--- config.mk ---
export PLATFORM = sky130hd
export DESIGN_NAME = divu_arbiter
export DESIGN_NICKNAME = d
export VERILOG_FILES = /design/src/rtl/divu_arbiter.sv
export SDC_FILE = /design/constraint.sdc
export NUM_CORES = 1
export LEC_CHECK = 0
export ABC_CLOCK_PERIOD_IN_PS = 7100
export CAP_MARGIN = 5
export CORE_MARGIN = 2
export CORE_UTILIZATION = 60
export CTS_CLUSTER_DIAMETER = 30
export DETAILED_ROUTE_END_ITERATION = 10
export DONT_BUFFER_PORTS = 1
export GPL_ROUTABILITY_DRIVEN = 0
export PLACE_DENSITY = 0.72
export SLEW_MARGIN = 20
export SYNTH_ARGS = -nofsm -noshare
export SYNTH_HDL_FRONTEND = slang
export SYNTH_SLANG_ARGS = --single-unit
--- constraint.sdc ---
create_clock -name clk_i -period 7.1 [get_ports clk_i]
set_input_delay 1.42 -clock clk_i [delete_from_list [all_inputs] [get_ports clk_i]]
set_output_delay 1.42 -clock clk_i [all_outputs]
set_load 0.05 [all_outputs]
--- src/rtl/divu_arbiter.sv ---
// Round-robin front end sharing one multi-cycle unsigned divider among NREQ requesters.
// Define DIVU_ARB_TIMEOUT_EN to add a watchdog on the divider start/busy handshake.
module divu_arbiter #(
    parameter int WIDTH   = 8,
    parameter int NREQ    = 4,
    parameter int TIMEOUT = 64
) (
    input  logic                      clk_i,
    input  logic                      reset_i,
    input  logic [NREQ-1:0]           req_valid_i,
    input  logic [NREQ*WIDTH-1:0]     req_a_i,
    input  logic [NREQ*(WIDTH/2)-1:0] req_b_i,
    output logic [NREQ-1:0]           req_ready_o,
    output logic [NREQ-1:0]           resp_valid_o,
    output logic [WIDTH-1:0]          resp_q_o,
    output logic [WIDTH-1:0]          resp_r_o,
    output logic                      resp_err_o,
    output logic                      busy_o,
    output logic [WIDTH-1:0]          div_a_o,
    output logic [WIDTH/2-1:0]        div_b_o,
    output logic                      div_start_o,
    input  logic                      div_busy_i,
    input  logic [WIDTH-1:0]          div_q_i,
    input  logic [WIDTH-1:0]          div_r_i
);
    // state     | meaning
    // IDLE      | arbitrating, ready offered to the round-robin winner
    // ISSUE     | one-cycle start pulse to the divider
    // WAIT_BUSY | waiting for the divider to raise busy
    // WAIT_DONE | waiting for busy to fall, then capture the result
    // RESP      | one-cycle response pulse to the granted requester
    localparam int HW  = WIDTH / 2;
    localparam int IDW = $clog2(NREQ);

    typedef enum logic [2:0] {IDLE, ISSUE, WAIT_BUSY, WAIT_DONE, RESP} state_t;
    state_t state_q, state_d;

    logic [IDW-1:0]   ptr_q, ptr_d, gnt_q, gnt_d, win;
    logic [IDW:0]     sum;
    logic             found, accept, tmo_hit;
    logic [WIDTH-1:0] div_a_q, div_a_d, resp_q_q, resp_q_d, resp_r_q, resp_r_d;
    logic [HW-1:0]    div_b_q, div_b_d;
    logic             resp_err_q, resp_err_d, busy_q, busy_d;

    logic [WIDTH-1:0] a_arr [NREQ];
    logic [HW-1:0]    b_arr [NREQ];
    for (genvar i = 0; i < NREQ; i++) begin : g_slice
        assign a_arr[i] = req_a_i[i*WIDTH +: WIDTH];
        assign b_arr[i] = req_b_i[i*HW +: HW];
    end

    // Search starts at the pointer and wraps, so the first valid hit is the winner.
    always_comb begin
        found = 1'b0;
        win   = '0;
        sum   = '0;
        for (int k = 0; k < NREQ; k++) begin
            sum = {1'b0, ptr_q} + (IDW+1)'(k);
            if (sum >= (IDW+1)'(NREQ)) sum = sum - (IDW+1)'(NREQ);
            if (!found && req_valid_i[sum[IDW-1:0]]) begin
                found = 1'b1;
                win   = sum[IDW-1:0];
            end
        end
    end

    assign accept = (state_q == IDLE) && found && !reset_i;

`ifdef DIVU_ARB_TIMEOUT_EN
    localparam int TW = $clog2(TIMEOUT + 1);
    logic [TW-1:0] tmo_q, tmo_d;

    always_comb begin
        tmo_d = tmo_q;
        if (state_q == ISSUE)
            tmo_d = TW'(TIMEOUT - 1);
        else if ((state_q == WAIT_BUSY || state_q == WAIT_DONE) && tmo_q != '0)
            tmo_d = tmo_q - 1'b1;
    end

    always_ff @(posedge clk_i) begin
        if (reset_i) tmo_q <= '0;
        else         tmo_q <= tmo_d;
    end

    assign tmo_hit = (state_q == WAIT_BUSY || state_q == WAIT_DONE) && (tmo_q == '0);
`else
    logic unused_timeout;
    assign unused_timeout = (TIMEOUT != 0);
    assign tmo_hit        = 1'b0;
`endif

    always_ff @(posedge clk_i) begin
        if (reset_i) state_q <= IDLE;
        else         state_q <= state_d;
    end

    always_comb begin
        state_d = state_q;
        case (state_q)
            IDLE:      if (accept) state_d = (b_arr[win] == '0) ? RESP : ISSUE;
            ISSUE:     state_d = WAIT_BUSY;
            WAIT_BUSY: if (div_busy_i) state_d = WAIT_DONE;
                       else if (tmo_hit) state_d = RESP;
            WAIT_DONE: if (!div_busy_i || tmo_hit) state_d = RESP;
            RESP:      state_d = IDLE;
            default:   state_d = IDLE;
        endcase
    end

    always_comb begin
        req_ready_o  = '0;
        resp_valid_o = '0;
        div_start_o  = 1'b0;
        if (!reset_i) begin
            if (accept) req_ready_o[win] = 1'b1;
            if (state_q == RESP) resp_valid_o[gnt_q] = 1'b1;
            if (state_q == ISSUE) div_start_o = 1'b1;
        end
    end

    always_comb begin
        ptr_d      = ptr_q;
        gnt_d      = gnt_q;
        div_a_d    = div_a_q;
        div_b_d    = div_b_q;
        resp_q_d   = resp_q_q;
        resp_r_d   = resp_r_q;
        resp_err_d = resp_err_q;
        busy_d     = busy_q;
        case (state_q)
            IDLE: if (accept) begin
                ptr_d   = (win == IDW'(NREQ - 1)) ? '0 : win + 1'b1;
                gnt_d   = win;
                div_a_d = a_arr[win];
                div_b_d = b_arr[win];
                busy_d  = 1'b1;
                // Divide-by-zero answers directly without ever starting the divider.
                if (b_arr[win] == '0) begin
                    resp_q_d   = '1;
                    resp_r_d   = a_arr[win];
                    resp_err_d = 1'b1;
                end
            end
            WAIT_BUSY: if (!div_busy_i && tmo_hit) begin
                resp_q_d   = '0;
                resp_r_d   = '0;
                resp_err_d = 1'b1;
            end
            WAIT_DONE: if (!div_busy_i) begin
                resp_q_d   = div_q_i;
                resp_r_d   = div_r_i;
                resp_err_d = 1'b0;
            end else if (tmo_hit) begin
                resp_q_d   = '0;
                resp_r_d   = '0;
                resp_err_d = 1'b1;
            end
            RESP: busy_d = 1'b0;
            default: ;
        endcase
    end

    always_ff @(posedge clk_i) begin
        if (reset_i) begin
            ptr_q      <= '0;
            gnt_q      <= '0;
            div_a_q    <= '0;
            div_b_q    <= '0;
            resp_q_q   <= '0;
            resp_r_q   <= '0;
            resp_err_q <= 1'b0;
            busy_q     <= 1'b0;
        end else begin
            ptr_q      <= ptr_d;
            gnt_q      <= gnt_d;
            div_a_q    <= div_a_d;
            div_b_q    <= div_b_d;
            resp_q_q   <= resp_q_d;
            resp_r_q   <= resp_r_d;
            resp_err_q <= resp_err_d;
            busy_q     <= busy_d;
        end
    end

    assign div_a_o    = div_a_q;
    assign div_b_o    = div_b_q;
    assign resp_q_o   = resp_q_q;
    assign resp_r_o   = resp_r_q;
    assign resp_err_o = resp_err_q;
    assign busy_o     = busy_q;
endmodule

# [Word-level counts from Yosys, hierarchy flattened]
# Index checks and enable logic that the tools add are counted.
# Widths: inputs -> output; s select.
[word_totals] in_bits=71 register_bits=37 word_cells=115 output_inout_bits=39
[op_classes] n_eq_ne=9 add_sub_neg=8 order_cmp=13 bitwise_logic=1 reduce_logical=19 muxes=56
[op_table] op="$mux 8" count=8
[op_table] op="$pmux 8 s2" count=2
[op_table] op="$mux 4" count=6
[op_table] op="$lt 2x3->1 const B" count=6
[op_table] op="$mux 2" count=9
[op_table] op="$bmux 8 s2" count=1
[op_table] op="$mux 1" count=16
[op_table] op="$ge 3x3->1 const B" count=4
[op_table] op="$mux 3" count=4
[op_table] op="$pmux 3 s4" count=1
[op_table] op="$bmux 1 s2" count=4
[op_table] op="$bmux 4 s2" count=1
[op_table] op="$sub 2x1->2 const B" count=4
[op_table] op="$logic_and 1x1->1" count=7
[op_table] op="$add 2x2->3 const B" count=2
[op_table] op="$eq 3x2->1 const B" count=2
[op_table] op="$ne 2x2->1 const B" count=3
[op_table] op="$demux 1 s2" count=2
[op_table] op="$ge 2x1->1 const B" count=2
[op_table] op="$logic_not 1->1" count=4
[op_table] op="$logic_not 4->1" count=1
[op_table] op="$pmux 1 s2" count=2
[op_table] op="$reduce_and 2->1" count=2
[op_table] op="$reduce_and 4->1" count=1
[op_table] op="11 further kinds" count=12

# [Longest topological paths before layout]
[depth] word_depth=22 mapped_depth=10 ltp_nobuf=8

# [Worst setup path before layout]
# OpenSTA, ideal clock, no wires.
[synth_timing] kind="input-to-output" startpoint="in req_valid_i[2]" endpoint="out req_ready_o[1]" slack_ns=2.252 required_ns=5.680 path_stages=8 n_path_buf=3 arrival_ns=3.428 path_cell_list="nor2b_1 > or4_1 > buf_2 > nand2_1 > buf_2 > buf_2 > ha_1 > and2_1"
[synth_via] elab_chain_cells=18 elab_cells_between_ends=31 classes_between="order compare (2); mux (20); reduce/logical (9)"
[synth_rtl] element="start: declaration" line_no="10" text="input logic [NREQ-1:0] req_valid_i,"
[synth_rtl] element="$bmux 1 s2" line_no="60" text="if (!found && req_valid_i[sum[IDW-1:0]]) begin"
[synth_rtl] element="$mux 1 (implied by the code)" line_no="60"
[synth_rtl] element="$mux 1" line_no="60"
[synth_rtl] element="$logic_not 1->1" line_no="60"
[synth_rtl] element="$logic_and 1x1->1" line_no="60"
[synth_rtl] element="$mux 1" line_no="60"
[synth_rtl] element="$logic_not 1->1" line_no="60"
[synth_rtl] element="$logic_and 1x1->1" line_no="60"
[synth_rtl] element="[3 not listed]"
[synth_rtl] element="$mux 2 (*)" line_no="60"
[synth_rtl] element="net win[0]" line_no="38" text="logic [IDW-1:0] ptr_q, ptr_d, gnt_q, gnt_d, win;"
[synth_rtl] element="$lt 2x3->1 (implied by the code) / $ge 2x1->1 (equally long branches)" line_no="116" text="if (accept) req_ready_o[win] = 1'b1;"
[synth_rtl] element="$logic_and 1x1->1 (implied by the code)" line_no="116"
[synth_rtl] element="$mux 1 (implied by the code)" line_no="116"
[synth_rtl] element="$demux 1 s2 (*)" line_no="116"
[synth_rtl] element="$mux 4 (*)" line_no="116"
[synth_rtl] element="$mux 4 (*)" line_no="115" text="if (!reset_i) begin"
[synth_rtl] element="end: declaration" line_no="13" text="output logic [NREQ-1:0] req_ready_o,"
# Mark *: on every way through the listed nets, which the timed path passes. The rest lies on a longest branch. The select of a mux whose other input is x is not followed.

# [Worst setup path in the final report]
[layout_timing] startpoint="in req_valid_i[1]" endpoint="out req_ready_o[0]"
[layout_via] elab_chain_cells=18 elab_cells_between_ends=31 classes_between="order compare (2); mux (20); reduce/logical (9)"
[layout_rtl] element="$bmux 1 s2" line_no="60"
[layout_rtl] element="$mux 1 (implied by the code)" line_no="60"
[layout_rtl] element="$mux 1" line_no="60"
[layout_rtl] element="$logic_not 1->1" line_no="60"
[layout_rtl] element="$logic_and 1x1->1" line_no="60"
[layout_rtl] element="$mux 1" line_no="60"
[layout_rtl] element="$logic_not 1->1" line_no="60"
[layout_rtl] element="$logic_and 1x1->1" line_no="60"
[layout_rtl] element="[2 not listed]"
[layout_rtl] element="$logic_and 1x1->1" line_no="60"
[layout_rtl] element="$mux 2" line_no="60"
[layout_rtl] element="$lt 2x3->1 (implied by the code) / $ge 2x1->1 (equally long branches)" line_no="116"
[layout_rtl] element="$logic_and 1x1->1 (implied by the code)" line_no="116"
[layout_rtl] element="$mux 1 (implied by the code)" line_no="116"
[layout_rtl] element="$demux 1 s2" line_no="116"
[layout_rtl] element="$mux 4 (*)" line_no="116"
[layout_rtl] element="$mux 4 (*)" line_no="115"
# Every way passes the cells marked *; elsewhere a longest branch is shown, timed or not. The select of a mux whose other input is x is not followed.

==> flow_summary.yaml <==
timing:
  finalCritPeriodShare_pct: 74.1
  max_slew.worst_pin.slew_ns: 0.995
  slew_violations: 0
  rsz0062_at_grt: "false"
  timing.final.hold_violations: 0
  maximum_operating_frequency_mhz: 190
  setup-violations-final: 0
  timing.final.crit_period_ns: 5.26
  tns_ns: 0
  slew_headroom_pct: 33.5
  timing.clock.skew_ns: 0.00820
yosys:
  synth_sequential_area_ratio_pct: 32.9
  synth_nets: 363
  distinct_cells_synth: 40
  asyncSetResetFlopFracSynth_pct: 0
  ys_seq_elements: 37
  yosysWarnings: 0
  mappedNetlistArea_um2: 2250
  dominantRegCellSynth: "dfxtp_1"
  post_synth_main_area_contributors: "dfxtp_1 33%, nor2_1 8.5%, mux2i_1 7.6%"
  syn_inst: 288
  netlist.top_cell.by_area: "dfxtp_1"
  syn_avg_cell_area_um2: 7.82
  number_of_enable_type_register_cells_in_the_synthesized_netlist: 0
  synth_top_area_share_pct: 32.9
routing:
  vias: 2098
  detail_route.wirelength.met1_mm: 2.39
  drt_pass1_iterations: 4
  avgRoutedWirePerCell_um: 17.4
  drt_total_wl_mm: 5.62
  detail_route.drc_violations: 0
  routed_via_density: 6.48
  postRouteAntennaNets: 0
  dr_wl_met2_mm: 2.72
  drtIter0Drc: 196
  top_layer_used: "met4"
  route.met3.wl_um: 438
floorplan:
  row_count: 22
  core_region_area_um2: 3630
  dieWidth_um: 65.3
  floorplan.die_area_um2: 4260
  floorplan.initialDensity_pct: 62.0
  chipHeight_um: 65.3
  boundaryPins: 110
grt:
  grt_pass1_vias: 1839
  antenna_found_initial: 0
  groute.usage.overall_pct: 26.2
  grt_pass1_wl_mm: 8.61
  overflow: 0
  maximum_number_of_pins_on_one_net_before_global_route_repair: 42
setup_path:
  setup_crit_end_kind: "output pin"
  required_ns: 5.68
  regToRegSetupSlack_ns: 3.65
  setup.worst_path.start_class: "input pin"
  worst-path-max-fanout: 21
  worst_ep_arrival_time_ns: 3.84
  critical_path_class: "input pin to output pin"
placed_design:
  post_dp_cell_area_um2: 2240
  detailedPlacementHpwl_mm: 4.06
  numPortBuffers: 0
power:
  max-vdd-ir-drop_v: 0.000266
  p_per_area_nw_per_um2: 503
  power.leakage_nw: 0.912
clocking:
  postCtsSetupBuffers: 0
  worstSkewPairLatency_ns: 0.29
  ctsLongestPathBuffers: 2
  clock_sinks: 37
  postCtsHoldBufs: 0
  cts.clk_slew.worst_paths_ns: 0.07
  num_cts_buffers: 5
  clk_root_buffer_cell: "clkbuf_8"
  cts-resized-gates: 0
  cts_tree: "built"
  htreeDepth: 2
finish:
  layout.area.seq_um2: 741
  most_common_cell_after_layout_fill_and_taps_aside: "nor2_1"
  layout.filler_cells: 359
  commonest_cells_after_routing_fill_and_taps_aside: "50 x nor2_1, 37 x dfxtp_1, 25 x nand2_1"
  area_delta_synth_final_pct: 3.83
  share_of_layout_cells_above_drive_strength_1_pct: 9.06
  num_antenna_cells: 0
  multiInputGateArea_um2: 1430
  finalCoreUtilization_pct: 64.4
  finalNetCount: 350
  layout.cell_area.non_filler_um2: 2340
run_status:
  status: "finished, final reports clean"
job:
  timing.max_cap.violations: 0
hold_path:
  hold_path.class: "flop to flop"
logic make-up (layout without fill, tap and decap cells):
family,count (synthesis),in the layout,synth area share [%]
AOI/OAI and AO/OA,88,88,28.2
muxes,17,17,7.55
adders and majority gates,4,4,2.22
and+or+nand+nor,119,119,24.8
buffers and inverters,23,11,4.39
DFF,37,37,32.9
worst paths after layout:
check,from,end,cells after the start
worst max-delay path,req_valid_i[1],req_ready_o[0],6
worst min-delay path,ptr_q[0]$_SDFFE_PP0P_,ptr_q[0]$_SDFFE_PP0P_,2
worst max register to register,ptr_q[0]$_SDFFE_PP0P_,resp_q_o[2]$_SDFFE_PP0P_,7
worst min register to register,ptr_q[0]$_SDFFE_PP0P_,ptr_q[0]$_SDFFE_PP0P_,2
per-layer routing:
layer  up-vias  global-route usage, %
li1       1014                      -
met1       979                   33.4
met2        97                   42.0
met3         8                   8.05
met4         0                   9.11
met5         -                      0
critical path, stage by stage:
cell and delay (ns):
nor2_1 0.54, or4b_1 0.37, nand2_1 0.64, inv_1 0.26, ha_1 0.17, and2_1 0.44
report_power, final:
group	total, mW	switching (mW)	internal (mW)
sequential	0.515	0.240	0.275
clock	0.157	0.0783	0.0787
combinational	0.505	0.321	0.185
total	1.18	0.639	0.539
synthesized netlist by cell type (4+ instances only):
library cell / instances
nand3_1: 7
clkbuf_1: 15
nand2_1: 25
mux2i_1: 17
and2_1: 4
a22oi_2: 6
o21bai_1: 9
nor2_1: 51
nor2b_1: 5
a211oi_1: 8
dfxtp_1: 37
a22oi_1: 10
ha_1: 4
o21ai_0: 21
nor4_1: 6
a21oi_1: 18
buf_2: 4
flip-flops by register name, indices dropped and copies added (netlist names), 2 cells and up:
signal,count
div_a_o,8
resp_r_o,8
ptr_q,2
gnt_q,2
div_b_o,4
resp_q_o,8
state_q,3
cell type report:
cell class / count / area share [%]
tap: 48 / 2.57
timing repair buffer: 1 / 0.321
sequential: 37 / 31.7
multi-input combinational: 228 / 61.0
clock buffer: 6 / 3.53
clock inverter: 2 / 0.588
inverter: 2 / 0.321
per-stage QoR:
step           hold slack (ns)  cells  setup WS [ns]  power, mW
3_5_place_dp             0.522    316           1.86       1.02
4_1_cts                  0.532    324           1.85       1.18
6_report                 0.530    324           1.84       1.18
3_3_place_gp             0.499    316           1.92       1.02
5_1_grt                  0.593    324           1.58       1.26
2_1_floorplan            0.477    288           2.25      0.885
No activity file was read; power rests on OpenSTA's default activity.
